### src/rtl/regfile_wr_arbiter_if.sv
// Bundle of the two writeback requester channels, the hold control and the
// register-file write port shared by the arbiter and its surroundings.
interface regfile_wr_arbiter_if #(
    parameter int DW = 16,
    parameter int AW = 3
);
    logic                 hold;

    logic                 req0_valid;
    logic [AW-1:0]        req0_addr;
    logic [DW-1:0]        req0_data;
    logic                 req0_ready;

    logic                 req1_valid;
    logic [AW-1:0]        req1_addr;
    logic [DW-1:0]        req1_data;
    logic                 req1_ready;

    logic                 wr_en;
    logic [AW-1:0]        wr_addr;
    logic [DW-1:0]        wr_data;
    logic [(1<<AW)-1:0]   pend_mask;
    logic                 last_grant;

    // Requesters, hold control and register-file consumer side.
    modport master (
        output hold,
        output req0_valid, req0_addr, req0_data,
        input  req0_ready,
        output req1_valid, req1_addr, req1_data,
        input  req1_ready,
        input  wr_en, wr_addr, wr_data, pend_mask, last_grant
    );

    // Arbiter side.
    modport slave (
        input  hold,
        input  req0_valid, req0_addr, req0_data,
        output req0_ready,
        input  req1_valid, req1_addr, req1_data,
        output req1_ready,
        output wr_en, wr_addr, wr_data, pend_mask, last_grant
    );
endinterface

### src/rtl/regfile_wr_arbiter.sv
// Two-source register-file write arbiter: one-entry buffer per requester,
// round-robin grant into a registered write stage, plus a pending-write mask
// used by the control FSM for read-after-write hazard detection.
module regfile_wr_arbiter #(
    parameter int DW = 16,
    parameter int AW = 3
) (
    input  logic                 clk,
    input  logic                 rst,
    regfile_wr_arbiter_if.slave  bus
);
    localparam int NREG = 1 << AW;

    logic [1:0]    valid_in;
    logic [AW-1:0] addr_in [2];
    logic [DW-1:0] data_in [2];

    assign valid_in   = {bus.req1_valid, bus.req0_valid};
    assign addr_in[0] = bus.req0_addr;
    assign addr_in[1] = bus.req1_addr;
    assign data_in[0] = bus.req0_data;
    assign data_in[1] = bus.req1_data;

    logic [1:0]    buf_full_q,  buf_full_d;
    logic [AW-1:0] buf_addr_q [2];
    logic [AW-1:0] buf_addr_d [2];
    logic [DW-1:0] buf_data_q [2];
    logic [DW-1:0] buf_data_d [2];
    logic          wr_en_q,      wr_en_d;
    logic [AW-1:0] wr_addr_q,    wr_addr_d;
    logic [DW-1:0] wr_data_q,    wr_data_d;
    logic          last_grant_q, last_grant_d;

    logic          grant_vld;
    logic          grant_idx;
    logic [1:0]    accept;
    logic [NREG-1:0] pend_mask;

    // Round-robin grant from buffer occupancy; hold suppresses all grants.
    always_comb begin
        // NOTE: every signal gets a default first so no path leaves it unassigned and no latch is inferred.
        grant_vld = 1'b0;
        grant_idx = 1'b0;
        if (!bus.hold) begin
            unique case (buf_full_q)
                2'b11: begin grant_vld = 1'b1; grant_idx = ~last_grant_q; end
                2'b01: begin grant_vld = 1'b1; grant_idx = 1'b0;          end
                2'b10: begin grant_vld = 1'b1; grant_idx = 1'b1;          end
                default: ;
            endcase
        end
    end

    // A buffer only loads while empty, so load and drain never coincide.
    assign accept = valid_in & ~buf_full_q;

    // Next-state for the buffers and the registered write stage.
    always_comb begin
        buf_full_d = buf_full_q | accept;
        for (int i = 0; i < 2; i++) begin
            buf_addr_d[i] = accept[i] ? addr_in[i] : buf_addr_q[i];
            buf_data_d[i] = accept[i] ? data_in[i] : buf_data_q[i];
        end
        wr_en_d      = 1'b0;
        wr_addr_d    = wr_addr_q;
        wr_data_d    = wr_data_q;
        last_grant_d = last_grant_q;
        if (grant_vld) begin
            buf_full_d[grant_idx] = 1'b0;
            wr_en_d      = (buf_addr_q[grant_idx] != '0);
            wr_addr_d    = buf_addr_q[grant_idx];
            wr_data_d    = buf_data_q[grant_idx];
            last_grant_d = grant_idx;
        end
    end

    // Control state and write stage: cleared by synchronous reset.
    always_ff @(posedge clk) begin
        // NOTE: sequential state uses non-blocking assignments so every register samples pre-edge values.
        if (rst) begin
            buf_full_q   <= '0;
            wr_en_q      <= 1'b0;
            wr_addr_q    <= '0;
            wr_data_q    <= '0;
            last_grant_q <= 1'b0;
        end else begin
            buf_full_q   <= buf_full_d;
            wr_en_q      <= wr_en_d;
            wr_addr_q    <= wr_addr_d;
            wr_data_q    <= wr_data_d;
            last_grant_q <= last_grant_d;
        end
    end

    // Buffer payload: only meaningful while its full flag is set.
    always_ff @(posedge clk) begin
        // NOTE: payload storage is deliberately not reset; the cleared full flag already discards it.
        for (int i = 0; i < 2; i++) begin
            buf_addr_q[i] <= buf_addr_d[i];
            buf_data_q[i] <= buf_data_d[i];
        end
    end

    // Pending-write mask over buffered and in-flight writes; x0 never pends.
    always_comb begin
        pend_mask = '0;
        for (int i = 0; i < 2; i++) begin
            if (buf_full_q[i]) pend_mask[buf_addr_q[i]] = 1'b1;
        end
        if (wr_en_q) pend_mask[wr_addr_q] = 1'b1;
        pend_mask[0] = 1'b0;
    end

    assign bus.req0_ready = ~buf_full_q[0];
    assign bus.req1_ready = ~buf_full_q[1];
    assign bus.wr_en      = wr_en_q;
    assign bus.wr_addr    = wr_addr_q;
    assign bus.wr_data    = wr_data_q;
    assign bus.pend_mask  = pend_mask;
    assign bus.last_grant = last_grant_q;
endmodule

### src/flat_wrapper.sv
// flat-port wrapper written by rule: the top's interface ports become plain ports
module regfile_wr_arbiter_flat 
#(
    parameter int DW = 16,
    parameter int AW = 3
)
  (clk, rst, bus_hold, bus_req0_valid, bus_req0_addr, bus_req0_data, bus_req0_ready, bus_req1_valid, bus_req1_addr, bus_req1_data, bus_req1_ready, bus_wr_en, bus_wr_addr, bus_wr_data, bus_pend_mask, bus_last_grant);
  regfile_wr_arbiter_if #(.DW(DW), .AW(AW)) bus_i ();
  input  logic clk;
  input  logic rst;
  input wire logic [$bits(bus_i.hold)-1:0] bus_hold;
  input wire logic [$bits(bus_i.req0_valid)-1:0] bus_req0_valid;
  input wire logic [$bits(bus_i.req0_addr)-1:0] bus_req0_addr;
  input wire logic [$bits(bus_i.req0_data)-1:0] bus_req0_data;
  output wire logic [$bits(bus_i.req0_ready)-1:0] bus_req0_ready;
  input wire logic [$bits(bus_i.req1_valid)-1:0] bus_req1_valid;
  input wire logic [$bits(bus_i.req1_addr)-1:0] bus_req1_addr;
  input wire logic [$bits(bus_i.req1_data)-1:0] bus_req1_data;
  output wire logic [$bits(bus_i.req1_ready)-1:0] bus_req1_ready;
  output wire logic [$bits(bus_i.wr_en)-1:0] bus_wr_en;
  output wire logic [$bits(bus_i.wr_addr)-1:0] bus_wr_addr;
  output wire logic [$bits(bus_i.wr_data)-1:0] bus_wr_data;
  output wire logic [$bits(bus_i.pend_mask)-1:0] bus_pend_mask;
  output wire logic [$bits(bus_i.last_grant)-1:0] bus_last_grant;
  assign bus_i.hold = bus_hold;
  assign bus_i.req0_valid = bus_req0_valid;
  assign bus_i.req0_addr = bus_req0_addr;
  assign bus_i.req0_data = bus_req0_data;
  assign bus_req0_ready = bus_i.req0_ready;
  assign bus_i.req1_valid = bus_req1_valid;
  assign bus_i.req1_addr = bus_req1_addr;
  assign bus_i.req1_data = bus_req1_data;
  assign bus_req1_ready = bus_i.req1_ready;
  assign bus_wr_en = bus_i.wr_en;
  assign bus_wr_addr = bus_i.wr_addr;
  assign bus_wr_data = bus_i.wr_data;
  assign bus_pend_mask = bus_i.pend_mask;
  assign bus_last_grant = bus_i.last_grant;
  regfile_wr_arbiter #(.DW(DW), .AW(AW)) u_core (.clk(clk), .rst(rst), .bus(bus_i));
endmodule
### config.mk
export PLATFORM = sky130hd
export DESIGN_NAME = regfile_wr_arbiter_flat
export DESIGN_NICKNAME = d
export VERILOG_FILES = /design/src/rtl/regfile_wr_arbiter_if.sv /design/src/rtl/regfile_wr_arbiter.sv /design/src/flat_wrapper.sv
export SDC_FILE = /design/constraint.sdc
export NUM_CORES = 1
export LEC_CHECK = 0
export CORE_ASPECT_RATIO = 0.7
export CORE_MARGIN = 3
export CORE_UTILIZATION = 25
export CTS_CLUSTER_SIZE = 25
export DETAILED_ROUTE_END_ITERATION = 10
export GPL_ROUTABILITY_DRIVEN = 0
export SETUP_SLACK_MARGIN = 0.5
export SLEW_MARGIN = 20
export SYNTH_ARGS = -nofsm -noshare
export SYNTH_HDL_FRONTEND = slang
export SYNTH_SLANG_ARGS = --single-unit
### constraint.sdc
create_clock -name clk -period 3.41 [get_ports clk]
set_input_delay 0.8525 -clock clk [delete_from_list [all_inputs] [get_ports clk]]
set_output_delay 0.8525 -clock clk [all_outputs]
set_load 0.03 [all_outputs]
* Word level (Yosys, flattened, before mapping)
Memory sizes are Yosys's and may differ from the RTL's. A register that Yosys moved wholly into a read port is not among the register bits.
Cells that the tools add are included.
** Storage, ports and cells
- Bits in registers :: 7
- RAM bits :: 38
- Word-level logic and storage cells :: 57
- Input bits :: 43
- Memories kept :: 2
** Memories
- u_core.buf_data_q :: depth 2, bits a word 16, rd ports 1, clocked after Yosys merged registers in 1, wr ports 2, RTL line regfile_wr_arbiter.sv:27 : logic [DW-1:0] buf_data_q [2];
- u_core.buf_addr_q :: depth 2, bits a word 3, rd ports 3, clocked after Yosys merged registers in 0, wr ports 2, RTL line regfile_wr_arbiter.sv:25 : logic [AW-1:0] buf_addr_q [2];
** Operators by class
- Eq/ne operators :: 5
- Multiplexer cells :: 20
- Bitwise operators :: 11
- Reduce and logical (&&, ||, !) cells :: 7
- $lt $le $gt $ge :: 8
** Operator list (number)
- 16-bit two-way mux :: 2
- 8-bit two-way mux :: 3
- 8-bit OR :: 2
- 3-bit by 4-bit less-than comparator with 1-bit output, second input constant :: 3
- 1-bit demux with 3-bit select :: 3
- 3-bit by 1-bit greater-or-equal comparator with 1-bit output, second input constant :: 3
- 1-bit two-way mux :: 7
- 3-bit two-way mux :: 2
- 2-bit AND :: 2
- 2-bit == test, second input constant :: 2
- 1-bit logical AND :: 4
- 1-bit inverter :: 4
- 2-bit inverter :: 2
- 3-bit nonzero test :: 1
- 3-bit OR reduction :: 1
- 2-bit by 1-bit == test with 1-bit output, second input constant :: 1
- 1-bit by 2-bit less-than comparator with 1-bit output, second input constant :: 1
- 2-bit two-way mux :: 1
- 1-bit inequality test, second input constant :: 2
- 2-bit OR :: 1
- 1-bit case mux with 2 select lines :: 1
- 2-bit OR reduction :: 1
- 1-bit demux with 1-bit select :: 1
- 1-bit greater-or-equal comparator, second input constant :: 1

* Logic depth before layout (Yosys ltp)
- Depth in word-level cells :: 10
- Gate-level depth with buffers :: 6

* Worst setup path before layout
No wires, ideal clock.
- Path kind :: reg-to-output
- From :: register u_core.buf_full_q[1]
- To :: output bus_pend_mask[4]
- Required time :: 2558 ps
- Arrival :: 1443 ps
- Cell stages (with the launch flop) :: 4
- Path buffers :: 1
- Setup slack :: 1115 ps
- Cells stage by stage :: dfxtp_1 clkbuf_1 nand2_1 o31ai_1
** Between the ends
- Cells in the longest elaborated chain, start to end :: 3
** RTL lines
- start: declaration :: RTL line regfile_wr_arbiter.sv:24 : logic [1:0] buf_full_q, buf_full_d;
- start signal: assignment :: RTL line regfile_wr_arbiter.sv:87 : buf_full_q <= buf_full_d;
- 8-bit two-way mux (*) :: RTL line regfile_wr_arbiter.sv:108 : if (buf_full_q[i]) pend_mask[buf_addr_q[i]] = 1'b1;
- 8-bit OR (no source line)
- 8-bit two-way mux (*) :: RTL line regfile_wr_arbiter.sv:110 : if (wr_en_q) pend_mask[wr_addr_q] = 1'b1;
- end: declaration :: RTL line flat_wrapper.sv:23 : output wire logic [$bits(bus_i.pend_mask)-1:0] bus_pend_mask;
Every way passes the cells marked *; elsewhere a longest branch is shown, timed or not.

==> summary.md <==
| Metric | Value |
|---|---|
| Synth Area per Inst | `13.47 um2` |
| GRT Total Usage | `0.1161` |
| Most frequent CP cell | `nand3_1` |
| Slew Limit Headroom | `0.3733` |
| Clock transition at path regs | `0.05 ns` |
| Area grow syn2layout | `45.67%` |
| Routed vias | `1761` |
| Final Critical Period | `2.802 ns` |
| Sequential share of power | `0.460` |
| LEAKAGE | `1.213 nW` |
| Synthesized instance count | `178` |
| Layer with the highest usage | `met1` |
| Cells along the critical path | `nor2b_1 > nand3_1 > nand3_1 > clkdlybuf4s50_1` |
| Worst VDD drop | `0.2047 mV` |
| Clock Sinks | `61` |
| MaxCap Viol Count | `0` |
| Largest net degree at the start of global routing | `21` |
| Hold Buf Count CTS | `0` |
| CP Capture Type | `output pin` |
| Final Instance Area | `3492 um2` |
| FFs w/ async S/R, synth | `0` |
| Combinational Power Share | `0.122` |
| Met3 Usage GRT | `0.04842` |
| CP Launch Type | `flop` |
| Initial core utilization | `0.2611` |
| Outcome | `complete, no violations` |
| Hold Path Class | `reg -> reg` |
| Full die area | `10820 um2` |
| Row count | `29` |
| Sequential element share of the synthesized area | `0.6681` |
| Worst Hold Launch | `u_core.buf_data_q[1][12]$_DFFE_PP_` |
| Initial antenna violation count | `0` |
| 1st-iter DRT viols | `135` |
| Post-Place Cell Area | `3218 um2` |
| Crit Reg-Reg Endpoint | `u_core.bus.wr_data[9]$_SDFFE_PP0P_` |
| First-pass DRT Iterations | `4` |
| Required time worst endpoint | `2.56 ns` |
| Clock Skew | `0.004970 ns` |
| Hold path cells | `1` |
| Arr. time, crit path | `1.95 ns` |
| Die Wd | `123.0 um` |
| Met1 global-route usage | `0.1676` |
| WHS Endpoint | `u_core.bus.wr_data[12]$_SDFFE_PP0P_` |
| Sw power | `0.0004498 W` |
| TritonCTS clock tree | `done` |
| Post-synth EDFFs | `38` |
| Routed Antenna Nets | `0` |
| Ports | `74` |
| Fmax | `356.9 MHz` |
| Worst reg2reg path startpoint | `u_core.buf_full_q[1]$_SDFF_PP0_` |
| DIE HEIGHT | `87.93 um` |
| Synth Warn # | `0` |
| Met2 usage in global routing | `0.1557` |
| Core footprint | `9180 um2` |
| CTS Buf Count | `9` |
| Area contributors post-synth | `edfxtp_1 48%, dfxtp_1 19%, a221o_1 6.7%` |
| Clk_lat worst skew | `0.32 ns` |
| Setup slack, reg-to-reg | `1.71 ns` |
| CTS root buffer | `clkbuf_16` |
| Max-slew violations | `0` |
| RSZ-0062 raised after global routing | `no` |
| Share of the synthesized area in the top cell type | `0.4760` |
| Cell accounting for the most synthesized area | `edfxtp_1` |
| Post-DP HPWL | `4.098 mm` |
| Reg2reg path depth | `3` |
| Quantity of I/O buffers inserted on ports | `72` |
| Final hold vios | `0` |
| Final nets | `295` |
| Yosys reg bits | `61` |
| Max incr delay on CP | `0.67 ns` |
| Layout cells sized above 1 | `0.09728` |
| Number of global-route vias before repair | `1733` |
| Critical-path maximum fanout | `7` |
| Antenna fix cells | `0` |
| Final wirelength | `5.902 mm` |
| Final TNS setup | `0 ns` |
| Internal Pwr Total | `0.001457 W` |
| # fillers | `912` |
| Longest Clk Path Bufs | `2` |
| Worst path slowest cell | `clkdlybuf4s50_1` |
| Gr ovfl total | `0` |
| H-tree depth | `3` |
| Hold slack | `0.4651 ns` |
| Pwr dens | `545.9 nW/um2` |
| Most used DFF post-synth | `edfxtp_1` |
| Switching Share | `0.2359` |
| Syn Std Cell Area | `2397 um2` |
| First-pass GRT wire length | `9.259 mm` |
| Clock power share | `0.418` |
| Unique masters post-synth | `33` |
| Setup-failing EPs final | `0` |
| Syn_nets | `221` |
| Vias per std cell | `4.622` |
| Least-Margin Pin Slew | `0.9330 ns` |
| Final Cycle Share | `0.8216` |
| WL per Instance | `15.49 um` |
| Setup CP Type | `reg -> out` |
| # DRC | `0` |
[area by class of cell]
| type | instances | area, um2 | share of cell area |
|---|---|---|---|
| Clock buffer | 11 | 242.7 | 0.06951 |
| Multi-Input combinational cell | 101 | 703.2 | 0.2014 |
| Timing Repair Buffer | 75 | 745.7 | 0.2135 |
| Clock inverter | 5 | 26.28 | 0.007524 |
| Tap cell | 124 | 155.1 | 0.04443 |
| Inverter | 4 | 15.01 | 0.004300 |
| Sequential cell | 61 | 1604 | 0.4593 |
[power groups by stage]
| stage | Sequential [W] | Combinational, W | Clock (W) |
|---|---|---|---|
| finish | 0.000876 | 0.000233 | 0.000797 |
| detailed placement | 0.000889 | 0.000236 | 0 |
| global placement | 0.000889 | 0.000234 | 0 |
| global route | 0.000883 | 0.000251 | 0.000850 |
| CTS | 0.000875 | 0.000236 | 0.000821 |
| floorplan | 0.000910 | 0.0000917 | 0 |
[through the flow]
stage / worst slack (ns) / power [W] / util / std cells
after floorplan: 1.115 / 0.001002 / - / 178
after global placement: 0.7216 / 0.001124 / 0.3506 / 365
after detailed placement: 0.6594 / 0.001125 / 0.3506 / 365
after CTS: 0.5075 / 0.001932 / 0.3799 / 381
after global routing: 0.5049 / 0.001983 / 0.3804 / 381
final: 0.6083 / 0.001906 / 0.3804 / 381
[layer usage]
layer  vias up  routed length, um  part of all wire
li1        839                  -                 -
met1       825               2932              0.50
met2        89               2378              0.40
met3         8                525             0.089
met4         0                 66             0.011
met5         -                  0                 0
[flip-flops by register name (all words and copies together) (netlist names)]
register / count
u_core.bus.wr_addr: 3
u_core.bus.wr_en: 1
u_core.bus.last_grant: 1
u_core.bus.wr_data: 16
u_core.buf_addr_q: 6
u_core.buf_data_q: 32
u_core.buf_full_q: 2
[repair_timing]
item / in CTS / in global routing
resized for setup: 0 / 3
buffers inserted: 0 / 0
setup endpoints to repair: 0 / 4
[cells in the final DEF, fill, tap and decap left out, drive strengths merged]
master         instances
a2111oi                3
a21oi                  1
a221o                 16
a221oi                 1
a22oi                  1
a32oi                  2
and2                   1
and2b                  1
and4bb                 1
buf                    3
clkbuf                11
clkdlybuf4s50         71
clkinv                 4
clkinvlp               1
conb                   1
dfxtp                 23
dlymetal6s2s           1
edfxtp                38
inv                    4
nand2                  6
nand2b                 1
nand3                 13
nand4                  3
nor2                   8
nor2b                 10
nor3                   7
nor3b                 16
nor4                   4
o21ai                  2
o21ba                  1
o31ai                  1
or3                    1
[worst max-delay path by stage]
stage	from	to	slack, ns	depth (start not counted)
after global routing	u_core.buf_addr_q[0][2]$_DFFE_PP_	bus_pend_mask[3]	0.50	4
after CTS	u_core.buf_full_q[1]$_SDFF_PP0_	bus_pend_mask[3]	0.51	4
after detailed placement	bus_hold	u_core.bus.wr_data[0]$_SDFFE_PP0P_	0.66	4
after global placement	bus_hold	u_core.bus.wr_data[3]$_SDFFE_PP0P_	0.72	4
final	u_core.buf_addr_q[0][2]$_DFFE_PP_	bus_pend_mask[3]	0.61	4
after floorplan	u_core.buf_full_q[1]$_SDFF_PP0_	bus_pend_mask[4]	1.11	3
[critical path, delay by kind of cell, from the launching register on]
kind / cells / cell delay, ns
buffers and inverters: 1 / 0.67
DFF: 1 / 0.50
and+or+nand+nor: 3 / 0.46
[synthesized netlist by cell type, types with 4 or more instances]
library cell	number
a221o_1	16
buf_2	4
dfxtp_1	23
edfxtp_1	38
nand2_1	6
nand3_1	13
nor2_1	8
nor2b_1	10
nor3_1	6
nor3b_1	16
[cell families (layout without fill, tap and decap cells)]
kind of cell,after synthesis,count (layout),synth area share
buffers and inverters,16,95,0.03966
other,1,1,0.001564
AO/OA/AOI/OAI,28,28,0.1054
AND/OR/NAND/NOR,72,72,0.1853
flip-flops,61,61,0.6681
Note: power is estimated with default switching activity, not from simulation.
